`src/rtl/mips_multicycle_ctrl_if.sv`:
```
// Control bus between the multicycle controller and its datapath.
// The master side is the controller: it receives the instruction fields,
// ALU flags and memory handshake, and drives every datapath control.
interface mips_multicycle_ctrl_if;
  logic [5:0] op;
  logic [5:0] funct;
  logic       zero;
  logic       negative;
  logic       overflow;
  logic       mem_ready;

  logic       memread;
  logic       memwrite;
  logic       iord;
  logic       irwrite;
  logic       pcen;
  logic [1:0] pcsrc;
  logic       regwrite;
  logic       regdst;
  logic       memtoreg;
  logic       alusrca;
  logic [1:0] alusrcb;
  logic [2:0] alucontrol;
  logic       illegal;
  logic [3:0] state;

  modport master (
    input  op, funct, zero, negative, overflow, mem_ready,
    output memread, memwrite, iord, irwrite, pcen, pcsrc,
           regwrite, regdst, memtoreg, alusrca, alusrcb, alucontrol,
           illegal, state
  );

  modport slave (
    output op, funct, zero, negative, overflow, mem_ready,
    input  memread, memwrite, iord, irwrite, pcen, pcsrc,
           regwrite, regdst, memtoreg, alusrca, alusrcb, alucontrol,
           illegal, state
  );
endinterface

```
`src/rtl/mips_multicycle_ctrl.sv`:
```
// Multicycle MIPS controller: one FSM state per instruction phase, driving a
// shared-memory datapath. Memory phases stretch until mem_ready. Outputs are
// decoded combinationally from the current state, so there is no extra
// output latency. BLE, SLTI and illegal-instruction trapping are optional.
module mips_multicycle_ctrl #(
  parameter bit SUPPORT_BLE     = 1'b1,
  parameter bit SUPPORT_SLTI    = 1'b1,
  parameter bit TRAP_ON_ILLEGAL = 1'b1
) (
  input  logic                   clk,
  input  logic                   reset,
  mips_multicycle_ctrl_if.master bus
);

  typedef enum logic [3:0] {
    S_FETCH  = 4'd0,
    S_DECODE = 4'd1,
    S_MEMADR = 4'd2,
    S_MEMRD  = 4'd3,
    S_MEMWB  = 4'd4,
    S_MEMWR  = 4'd5,
    S_EXEC   = 4'd6,
    S_ALUWB  = 4'd7,
    S_IMMEX  = 4'd8,
    S_IMMWB  = 4'd9,
    S_BRANCH = 4'd10,
    S_JUMP   = 4'd11,
    S_TRAP   = 4'd12
  } state_t;

  localparam logic [5:0] OP_RTYPE = 6'b000000;
  localparam logic [5:0] OP_LW    = 6'b100011;
  localparam logic [5:0] OP_SW    = 6'b101011;
  localparam logic [5:0] OP_ADDI  = 6'b001000;
  localparam logic [5:0] OP_SLTI  = 6'b001010;
  localparam logic [5:0] OP_BEQ   = 6'b000100;
  localparam logic [5:0] OP_BNE   = 6'b000101;
  localparam logic [5:0] OP_BLE   = 6'b000110;
  localparam logic [5:0] OP_J     = 6'b000010;

  localparam logic [2:0] ALU_ADD  = 3'b010;
  localparam logic [2:0] ALU_SUB  = 3'b110;
  localparam logic [2:0] ALU_AND  = 3'b000;
  localparam logic [2:0] ALU_OR   = 3'b001;
  localparam logic [2:0] ALU_SLT  = 3'b111;
  localparam logic [2:0] ALU_SLTU = 3'b011;

  // R-type function codes this core implements.
  function automatic logic funct_legal(input logic [5:0] f);
    case (f)
      6'b100000, 6'b100010, 6'b100100,
      6'b100101, 6'b101010, 6'b101011: funct_legal = 1'b1;
      default:                         funct_legal = 1'b0;
    endcase
  endfunction

  // ALU operation for an R-type funct; only legal functs reach EXEC.
  function automatic logic [2:0] funct_alu(input logic [5:0] f);
    case (f)
      6'b100010: funct_alu = ALU_SUB;
      6'b100100: funct_alu = ALU_AND;
      6'b100101: funct_alu = ALU_OR;
      6'b101010: funct_alu = ALU_SLT;
      6'b101011: funct_alu = ALU_SLTU;
      default:   funct_alu = ALU_ADD;
    endcase
  endfunction

  // Branch decision from the A-B subtraction flags. BLE uses the signed
  // less-than (negative ^ overflow) so it stays correct on overflow.
  function automatic logic branch_taken(input logic [5:0] o, input logic z,
                                        input logic n, input logic v);
    if (o == OP_BEQ)                     branch_taken = z;
    else if (o == OP_BNE)                branch_taken = ~z;
    else if (SUPPORT_BLE && o == OP_BLE) branch_taken = z | (n ^ v);
    else                                 branch_taken = 1'b0;
  endfunction

  state_t     state_q;
  state_t     state_d;
  state_t     illegal_target;
  logic       illegal_q;
  logic       is_slti;

  logic       memread_c;
  logic       memwrite_c;
  logic       iord_c;
  logic       irwrite_c;
  logic       pcen_c;
  logic [1:0] pcsrc_c;
  logic       regwrite_c;
  logic       regdst_c;
  logic       memtoreg_c;
  logic       alusrca_c;
  logic [1:0] alusrcb_c;
  logic [2:0] alucontrol_c;

  // An undecodable instruction either traps or falls back to FETCH; the PC
  // was already advanced in FETCH, so the fallback behaves as a NOP.
  assign illegal_target = TRAP_ON_ILLEGAL ? S_TRAP : S_FETCH;
  assign is_slti        = SUPPORT_SLTI && (bus.op == OP_SLTI);

  // State register; asynchronous reset returns straight to FETCH.
  always_ff @(posedge clk or negedge reset) begin
    if (!reset) state_q <= S_FETCH;
    else        state_q <= state_d;
  end

  // Sticky illegal flag, raised on the transition into TRAP.
  always_ff @(posedge clk or negedge reset) begin
    if (!reset)                                      illegal_q <= 1'b0;
    else if (state_d == S_TRAP && state_q != S_TRAP) illegal_q <= 1'b1;
  end

  // Next-state logic; mem_ready is only consulted in the memory phases.
  always_comb begin
    state_d = state_q;
    unique case (state_q)
      S_FETCH:  if (bus.mem_ready) state_d = S_DECODE;
      S_DECODE: begin
        if (bus.op == OP_LW || bus.op == OP_SW)
          state_d = S_MEMADR;
        else if (bus.op == OP_RTYPE)
          state_d = funct_legal(bus.funct) ? S_EXEC : illegal_target;
        else if (bus.op == OP_ADDI || is_slti)
          state_d = S_IMMEX;
        else if (bus.op == OP_BEQ || bus.op == OP_BNE ||
                 (SUPPORT_BLE && bus.op == OP_BLE))
          state_d = S_BRANCH;
        else if (bus.op == OP_J)
          state_d = S_JUMP;
        else
          state_d = illegal_target;
      end
      S_MEMADR: state_d = (bus.op == OP_LW) ? S_MEMRD : S_MEMWR;
      S_MEMRD:  if (bus.mem_ready) state_d = S_MEMWB;
      S_MEMWB:  state_d = S_FETCH;
      S_MEMWR:  if (bus.mem_ready) state_d = S_FETCH;
      S_EXEC:   state_d = S_ALUWB;
      S_ALUWB:  state_d = S_FETCH;
      S_IMMEX:  state_d = S_IMMWB;
      S_IMMWB:  state_d = S_FETCH;
      S_BRANCH: state_d = S_FETCH;
      S_JUMP:   state_d = S_FETCH;
      S_TRAP:   state_d = S_TRAP;
      default:  state_d = S_FETCH;
    endcase
  end

  // Datapath controls per state; strobes are forced low while in reset so
  // no partial register or memory write can slip out.
  always_comb begin
    memread_c    = 1'b0;
    memwrite_c   = 1'b0;
    iord_c       = 1'b0;
    irwrite_c    = 1'b0;
    pcen_c       = 1'b0;
    pcsrc_c      = 2'b00;
    regwrite_c   = 1'b0;
    regdst_c     = 1'b0;
    memtoreg_c   = 1'b0;
    alusrca_c    = 1'b0;
    alusrcb_c    = 2'b00;
    alucontrol_c = 3'b000;
    unique case (state_q)
      S_FETCH: begin
        memread_c    = 1'b1;
        alusrcb_c    = 2'b01;
        alucontrol_c = ALU_ADD;
        irwrite_c    = bus.mem_ready;
        pcen_c       = bus.mem_ready;
      end
      S_DECODE: begin
        alusrcb_c    = 2'b11;
        alucontrol_c = ALU_ADD;
      end
      S_MEMADR: begin
        alusrca_c    = 1'b1;
        alusrcb_c    = 2'b10;
        alucontrol_c = ALU_ADD;
      end
      S_MEMRD: begin
        memread_c = 1'b1;
        iord_c    = 1'b1;
      end
      S_MEMWB: begin
        regwrite_c = 1'b1;
        memtoreg_c = 1'b1;
      end
      S_MEMWR: begin
        memwrite_c = 1'b1;
        iord_c     = 1'b1;
      end
      S_EXEC: begin
        alusrca_c    = 1'b1;
        alucontrol_c = funct_alu(bus.funct);
      end
      S_ALUWB: begin
        regwrite_c = 1'b1;
        regdst_c   = 1'b1;
      end
      S_IMMEX: begin
        alusrca_c    = 1'b1;
        alusrcb_c    = 2'b10;
        alucontrol_c = is_slti ? ALU_SLT : ALU_ADD;
      end
      S_IMMWB: regwrite_c = 1'b1;
      S_BRANCH: begin
        alusrca_c    = 1'b1;
        alucontrol_c = ALU_SUB;
        pcsrc_c      = 2'b01;
        pcen_c       = branch_taken(bus.op, bus.zero, bus.negative, bus.overflow);
      end
      S_JUMP: begin
        pcsrc_c = 2'b10;
        pcen_c  = 1'b1;
      end
      S_TRAP:  ;
      default: ;
    endcase
    if (!reset) begin
      memread_c  = 1'b0;
      memwrite_c = 1'b0;
      irwrite_c  = 1'b0;
      pcen_c     = 1'b0;
      regwrite_c = 1'b0;
    end
  end

  assign bus.memread    = memread_c;
  assign bus.memwrite   = memwrite_c;
  assign bus.iord       = iord_c;
  assign bus.irwrite    = irwrite_c;
  assign bus.pcen       = pcen_c;
  assign bus.pcsrc      = pcsrc_c;
  assign bus.regwrite   = regwrite_c;
  assign bus.regdst     = regdst_c;
  assign bus.memtoreg   = memtoreg_c;
  assign bus.alusrca    = alusrca_c;
  assign bus.alusrcb    = alusrcb_c;
  assign bus.alucontrol = alucontrol_c;
  assign bus.illegal    = illegal_q;
  assign bus.state      = state_q;

endmodule

```
`src/flat_wrapper.sv`:
```
// flat-port wrapper written by rule: the top's interface ports become plain ports
module mips_multicycle_ctrl_flat 
#(
  parameter bit SUPPORT_BLE     = 1'b1,
  parameter bit SUPPORT_SLTI    = 1'b1,
  parameter bit TRAP_ON_ILLEGAL = 1'b1
)
  (clk, reset, bus_op, bus_funct, bus_zero, bus_negative, bus_overflow, bus_mem_ready, bus_memread, bus_memwrite, bus_iord, bus_irwrite, bus_pcen, bus_pcsrc, bus_regwrite, bus_regdst, bus_memtoreg, bus_alusrca, bus_alusrcb, bus_alucontrol, bus_illegal, bus_state);
  mips_multicycle_ctrl_if bus_i ();
  input  logic clk;
  input  logic reset;
  input wire logic [$bits(bus_i.op)-1:0] bus_op;
  input wire logic [$bits(bus_i.funct)-1:0] bus_funct;
  input wire logic [$bits(bus_i.zero)-1:0] bus_zero;
  input wire logic [$bits(bus_i.negative)-1:0] bus_negative;
  input wire logic [$bits(bus_i.overflow)-1:0] bus_overflow;
  input wire logic [$bits(bus_i.mem_ready)-1:0] bus_mem_ready;
  output wire logic [$bits(bus_i.memread)-1:0] bus_memread;
  output wire logic [$bits(bus_i.memwrite)-1:0] bus_memwrite;
  output wire logic [$bits(bus_i.iord)-1:0] bus_iord;
  output wire logic [$bits(bus_i.irwrite)-1:0] bus_irwrite;
  output wire logic [$bits(bus_i.pcen)-1:0] bus_pcen;
  output wire logic [$bits(bus_i.pcsrc)-1:0] bus_pcsrc;
  output wire logic [$bits(bus_i.regwrite)-1:0] bus_regwrite;
  output wire logic [$bits(bus_i.regdst)-1:0] bus_regdst;
  output wire logic [$bits(bus_i.memtoreg)-1:0] bus_memtoreg;
  output wire logic [$bits(bus_i.alusrca)-1:0] bus_alusrca;
  output wire logic [$bits(bus_i.alusrcb)-1:0] bus_alusrcb;
  output wire logic [$bits(bus_i.alucontrol)-1:0] bus_alucontrol;
  output wire logic [$bits(bus_i.illegal)-1:0] bus_illegal;
  output wire logic [$bits(bus_i.state)-1:0] bus_state;
  assign bus_i.op = bus_op;
  assign bus_i.funct = bus_funct;
  assign bus_i.zero = bus_zero;
  assign bus_i.negative = bus_negative;
  assign bus_i.overflow = bus_overflow;
  assign bus_i.mem_ready = bus_mem_ready;
  assign bus_memread = bus_i.memread;
  assign bus_memwrite = bus_i.memwrite;
  assign bus_iord = bus_i.iord;
  assign bus_irwrite = bus_i.irwrite;
  assign bus_pcen = bus_i.pcen;
  assign bus_pcsrc = bus_i.pcsrc;
  assign bus_regwrite = bus_i.regwrite;
  assign bus_regdst = bus_i.regdst;
  assign bus_memtoreg = bus_i.memtoreg;
  assign bus_alusrca = bus_i.alusrca;
  assign bus_alusrcb = bus_i.alusrcb;
  assign bus_alucontrol = bus_i.alucontrol;
  assign bus_illegal = bus_i.illegal;
  assign bus_state = bus_i.state;
  mips_multicycle_ctrl #(.SUPPORT_BLE(SUPPORT_BLE), .SUPPORT_SLTI(SUPPORT_SLTI), .TRAP_ON_ILLEGAL(TRAP_ON_ILLEGAL)) u_core (.clk(clk), .reset(reset), .bus(bus_i));
endmodule
```
`config.mk`:
```
export PLATFORM = sky130hd
export DESIGN_NAME = mips_multicycle_ctrl_flat
export DESIGN_NICKNAME = d
export VERILOG_FILES = /design/src/rtl/mips_multicycle_ctrl_if.sv /design/src/rtl/mips_multicycle_ctrl.sv /design/src/flat_wrapper.sv
export SDC_FILE = /design/constraint.sdc
export NUM_CORES = 1
export LEC_CHECK = 0
export CORE_MARGIN = 4
export CORE_UTILIZATION = 39
export CTS_CLUSTER_SIZE = 10
export DETAILED_ROUTE_END_ITERATION = 10
export HOLD_SLACK_MARGIN = 0.06
export PLACE_DENSITY = 0.79
export REMOVE_ABC_BUFFERS = 1
export SLEW_MARGIN = 20
export SYNTH_ARGS = -nofsm -noshare
export SYNTH_HDL_FRONTEND = slang
export SYNTH_SLANG_ARGS = --single-unit
```
`constraint.sdc`:
```
create_clock -name clk -period 1.7 [get_ports clk]
set_clock_uncertainty 0.05 [all_clocks]
set_input_delay 0.255 -clock clk [delete_from_list [all_inputs] [get_ports clk]]
set_output_delay 0.255 -clock clk [all_outputs]
set_load 0.05 [all_outputs]
```
==> results.yml, run 1 <==
outcome:
  run_status: "stopped before the end"
  flow.stopped_at: "4_1_cts"
  first-error: "[ERROR DPL-0038] Utilization greater than 100%, impossible to legalize"
clock_tree:
  postCtsSetupRepairBufs: 16
  holdBufCountCts: 0
  cts_repair_resize_count: 58
  cts.sinks: 5
  clock-root-buffer: "sky130_fd_sc_hd__clkbuf_4"
  clk_path_buf_depth: 2
  numCtsBuffers: 3
  htree_levels: 1
placement:
  port_buffers: 38
  place.gp.congestion: 0.921
  preCtsSetupSlack_ps: -443
  dpl.hpwl_um: 2810
  placedCellCount: 190
floorplanning:
  dieWidth_um: 51.7
  chipHeight_um: 51.7
  initial_utilization_pct: 42.3
  fp-row-count: 15
  top_level_ports: 39
logic_synthesis:
  synth_flop_cell: "sky130_fd_sc_hd__dfrtp_1"
  yosys.area_share.xor_xnor_pct: 3.52
  compound_gate_fraction_of_synth_area_pct: 29.5
  synth_seq_cells: 5
  synthSimpleGateAreaFrac_pct: 41.1
  adder_cell_share_of_the_synthesized_area_pct: 0
  yosys-mux-area-fraction_pct: 1.34
  synth.yosys.warnings: 0
  synth.distinct_cells: 43
  synth_async_sr_flop_share_pct: 100
  synth_sequential_area_ratio_pct: 16.8
  syn-instance-count: 102
  synth_edf_count: 0
  largest_family_of_logic_cells_by_synthesized_area: "simple AND/OR/NAND/NOR gates"
  synth_area_um2: 746
  synth_area_per_cell_um2: 7.31
==> cells in the mapped netlist, types with 2 or more instances <==
cell type,number,area share [%]
sky130_fd_sc_hd__nor2_1,14,7.0
sky130_fd_sc_hd__nand4b_1,2,2.3
sky130_fd_sc_hd__nor4_1,3,2.5
sky130_fd_sc_hd__nor2b_1,4,3.4
sky130_fd_sc_hd__buf_6,2,3.0
sky130_fd_sc_hd__xnor2_1,3,3.5
sky130_fd_sc_hd__and4_1,2,2.3
sky130_fd_sc_hd__inv_1,3,1.5
sky130_fd_sc_hd__o21ai_0,5,3.4
sky130_fd_sc_hd__a21oi_1,5,3.4
sky130_fd_sc_hd__nand2b_1,6,5.0
sky130_fd_sc_hd__o32ai_1,3,3.5
sky130_fd_sc_hd__nor3_1,6,4.0
sky130_fd_sc_hd__a211oi_1,3,3.0
sky130_fd_sc_hd__nand2_1,4,2.0
sky130_fd_sc_hd__clkbuf_1,5,2.5
sky130_fd_sc_hd__dfrtp_1,5,17
sky130_fd_sc_hd__nor4b_1,2,2.3
==> per-stage QoR <==
stage | area (µm²) | hold slack (ps)
after detailed placement | 1560 | 508
after global placement | 1560 | 496
after floorplan | 699 | -90.6
==> cells by family after synthesis <==
logic type / Yosys count
XOR/XNOR: 3
flip-flops: 5
multiplexers: 1
AND/OR/NAND/NOR: 52
buffers and inverters: 11
AO/OA/AOI/OAI: 30
==> run 2, diff against run 1 <==
--- a/config.mk
+++ b/config.mk
@@ -5,12 +5,10 @@
 export SDC_FILE = /design/constraint.sdc
 export NUM_CORES = 1
 export LEC_CHECK = 0
-export CORE_MARGIN = 4
-export CORE_UTILIZATION = 39
-export CTS_CLUSTER_SIZE = 10
+export CORE_AREA = 4 4 65 67
 export DETAILED_ROUTE_END_ITERATION = 10
-export HOLD_SLACK_MARGIN = 0.06
-export PLACE_DENSITY = 0.79
+export DIE_AREA = 0 0 69 71
+export PLACE_DENSITY_LB_ADDON = 0.15
 export REMOVE_ABC_BUFFERS = 1
 export SLEW_MARGIN = 20
 export SYNTH_ARGS = -nofsm -noshare
==> results.yml, run 2 <==
finish:
  largest_reg_flops: 4
  layout.nets: 198
  antennaDiodeCount: 0
  fin_cells: 227
  layout.cells.most_common: "sky130_fd_sc_hd__buf_4"
  filler_cell_count: 347
  layout-area-overhead-vs-synth_pct: 153
  layout.cells.most_common_list: "sky130_fd_sc_hd__buf_4, sky130_fd_sc_hd__buf_12, sky130_fd_sc_hd__dlygate4sd2_1, sky130_fd_sc_hd__nor2_1, sky130_fd_sc_hd__nor2_2"
  proportion_of_layout_cells_with_a_drive_suffix_above_1_pct: 58.1
logic_synthesis:
  compound_gate_fraction_of_synth_area_pct: 29.5
  synth_area_um2: 746
  synth.largest_area_cell: "sky130_fd_sc_hd__dfrtp_1"
  synthSimpleGateAreaFrac_pct: 41.1
  syn-instance-count: 102
  yosysTopAreaCellShare_pct: 16.8
  netlist_top_cells_area: "sky130_fd_sc_hd__dfrtp_1, sky130_fd_sc_hd__nor2_1, sky130_fd_sc_hd__nand2b_1, sky130_fd_sc_hd__nor3_1, sky130_fd_sc_hd__o32ai_1"
  synth_async_sr_flop_share_pct: 100
  synth_seq_cells: 5
  largest_family_of_logic_cells_by_synthesized_area: "simple AND/OR/NAND/NOR gates"
  yosys.area_share.xor_xnor_pct: 3.52
  yosys-mux-area-fraction_pct: 1.34
  synth.yosys.warnings: 0
  synth_flop_cell: "sky130_fd_sc_hd__dfrtp_1"
  synth_edf_count: 0
  synth_sequential_area_ratio_pct: 16.8
  synth_area_per_cell_um2: 7.31
  post-synth-top-count-cell: "sky130_fd_sc_hd__nor2_1"
  ys_top_cells_by_count: "sky130_fd_sc_hd__nor2_1, sky130_fd_sc_hd__nand2b_1, sky130_fd_sc_hd__nor3_1"
  synth.distinct_cells: 43
  adder_cell_share_of_the_synthesized_area_pct: 0
clock_tree:
  tritoncts_clock_tree: "yes"
  clk_transition_reported_paths_ps: 40
  clk_path_buf_depth: 2
  holdBufCountCts: 0
  cts.sinks: 5
  clock-root-buffer: "sky130_fd_sc_hd__clkbuf_8"
  htree_levels: 1
  numCtsBuffers: 3
  clock_insertion_delay_at_the_later_pin_of_the_skew_report_ps: 220
critical_path:
  worst_r2r_startpoint: "u_core.bus.state[2]"
  path_max_fanout: 4
  capture_point_of_the_worst_reg_to_reg_path: "u_core.bus.illegal"
  data_required_critical_path_ps: 1390
  critPathKind: "flop to output port"
  timing.critical_path.arrival_ps: 1540
  r2r_slack_ps: 100
  reg2reg_depth: 5
  worstSetupStartpointType: "flop"
  crit_path_end_kind: "output port"
detailed_routing:
  route.detailed.wl_per_inst_um: 14.3
  post_detailed_route_count_of_antenna_violating_nets: 0
  first_pass_iters: 3
  drt_iter0_drc: 27
  detail_route.wirelength_um: 3250
  vias: 1092
  route.detailed.drc: 0
  post_dr_vias_cell: 4.81
sta:
  report.final.hold_viol_count: 0
  worst_slew_margin_pct: 74.5
  finalSetupTns_ps: -786
  rsz0062_at_grt: "yes"
  timing_max_transition_violations_final: 0
  finalWorstPathRequiredPeriod_ps: 1840
  report.final.setup_viol: 9
  worst_hold_margin_ps: 223
  maximum_clock_rate_mhz: 543
  period_share_pct: 108
  max_slew.worst_pin.slew_ps: 381
  fin_ws_ps: -142
grt:
  grt.total_usage_pct: 13.6
  grt_first_pass_wirelength_um: 5640
  grt-ovfl-total: 0
  pin_count_of_the_biggest_net_entering_global_routing: 15
  vias_in_the_first_global_route: 1201
  grt_antenna_before_repair: 0
hold_path:
  worst_hold_path_type: "primary input to async pin"
floorplanning:
  chipHeight_um: 71
  floorplan.die_area_um2: 4900
  design.core.area_um2: 3630
  initial_utilization_pct: 20.5
  fp-row-count: 22
  dieWidth_um: 69
  top_level_ports: 39
power_and_ir_drop:
  net_switching_component_of_the_power_mw: 1.33
  power.share.combinational_pct: 83.5
  irDropWorstVdd_uv: 919
  share_seq_of_total_power_pct: 8.5
  fin_total_pwr_mw: 2.83
  switching_share_of_power_pct: 47.2
  p_per_area_nw_per_um2: 1500
  leakage_power_nw: 0.773
  p_int_mw: 1.49
  p_clk_share_pct: 8.0
outcome:
  violations_in_the_final_reports: "setup timing"
  run_status: "complete, but fails checks"
placement:
  place.gp.congestion: 0.830
  port_buffers: 38
  dpl.hpwl_um: 2350
  placedCellCount: 217
run:
  max_cap_viol_count: 0
## run 2: what timing repair did
item                       4_1_cts  5_1_grt
setup endpoints to repair       16       16
pin swaps                        9        8
resized for setup               43       14
buffers inserted                 5        1
## run 2: layout make-up
type	count	area (µm²)	share of cell area [%]
Inverter	3	11.3	0.597
Timing Repair Buffer	81	911	48.3
Sequential cell	5	130	6.90
Multi-Input combinational cell	86	729	38.7
Clock buffer	4	45.0	2.39
Tap cell	48	60.1	3.18
## run 2: cell families after synthesis
group | Yosys count
AND/OR/NAND/NOR | 52
buffers and inverters | 11
AO/OA/AOI/OAI | 30
multiplexers | 1
XOR/XNOR | 3
flip-flops | 5
## run 2: power groups by stage
stage | Clock [mW] | Combinational, mW | Sequential [mW]
after detailed placement | 0 | 2.07 | 0.221
after global routing | 0.237 | 2.49 | 0.248
after floorplan | 0 | 0.760 | 0.436
after CTS | 0.233 | 2.27 | 0.230
after global placement | 0 | 2.05 | 0.222
final | 0.226 | 2.36 | 0.240
## run 2: per-layer routing
metal | wire [µm] | track usage, % | up-vias
met5 | 0 | 0 | -
met4 | 34 | 5.21 | 0
met3 | 121 | 3.13 | 4
met2 | 1670 | 23.3 | 25
met1 | 1430 | 16.5 | 519
li1 | - | - | 544
## run 2: critical path: stages (launching register included)
cell and delay [ps]:
sky130_fd_sc_hd__dfrtp_2 430, sky130_fd_sc_hd__nand2b_4 180, sky130_fd_sc_hd__nor3_4 140, sky130_fd_sc_hd__nand4_1 160, sky130_fd_sc_hd__o21ai_1 130, sky130_fd_sc_hd__buf_4 140, sky130_fd_sc_hd__buf_12 120
## run 2: worst max path at each step
| stage | from | to | slack, ps | cells past startpoint |
|---|---|---|---|---|
| 2_1_floorplan | u_core.bus.state[2] | bus_regwrite | -1670 | 4 |
| 3_3_place_gp | bus_funct[0] | bus_alucontrol[0] | -330 | 7 |
| 3_5_place_dp | bus_op[3] | u_core.bus.illegal | -350 | 5 |
| 4_1_cts | u_core.bus.state[3] | bus_alucontrol[2] | -220 | 5 |
| 5_1_grt | u_core.bus.state[2] | bus_alucontrol[2] | -210 | 6 |
| 6_report | u_core.bus.state[2] | bus_alucontrol[2] | -140 | 6 |
## run 2: stage by stage
| stage | instance area [µm²] | setup slack [ps] | utilization [%] |
|---|---|---|---|
| final | 1890 | -142 | 51.9 |
| after global routing | 1890 | -208 | 51.9 |
| after CTS | 1830 | -223 | 50.3 |
| after detailed placement | 1630 | -352 | 44.8 |
| after global placement | 1630 | -334 | 44.8 |
| after floorplan | 699 | -1670 | - |
No activity file was read; power rests on OpenSTA's default activity.
==> run 3, diff against run 2 <==
--- a/config.mk
+++ b/config.mk
@@ -6,6 +6,7 @@
 export NUM_CORES = 1
 export LEC_CHECK = 0
 export CORE_AREA = 4 4 65 67
+export CTS_CLUSTER_SIZE = 25
 export DETAILED_ROUTE_END_ITERATION = 10
 export DIE_AREA = 0 0 69 71
 export PLACE_DENSITY_LB_ADDON = 0.15
==> results of run 3 <==
Final layout, timing and power as in run 2 (identical DEF).
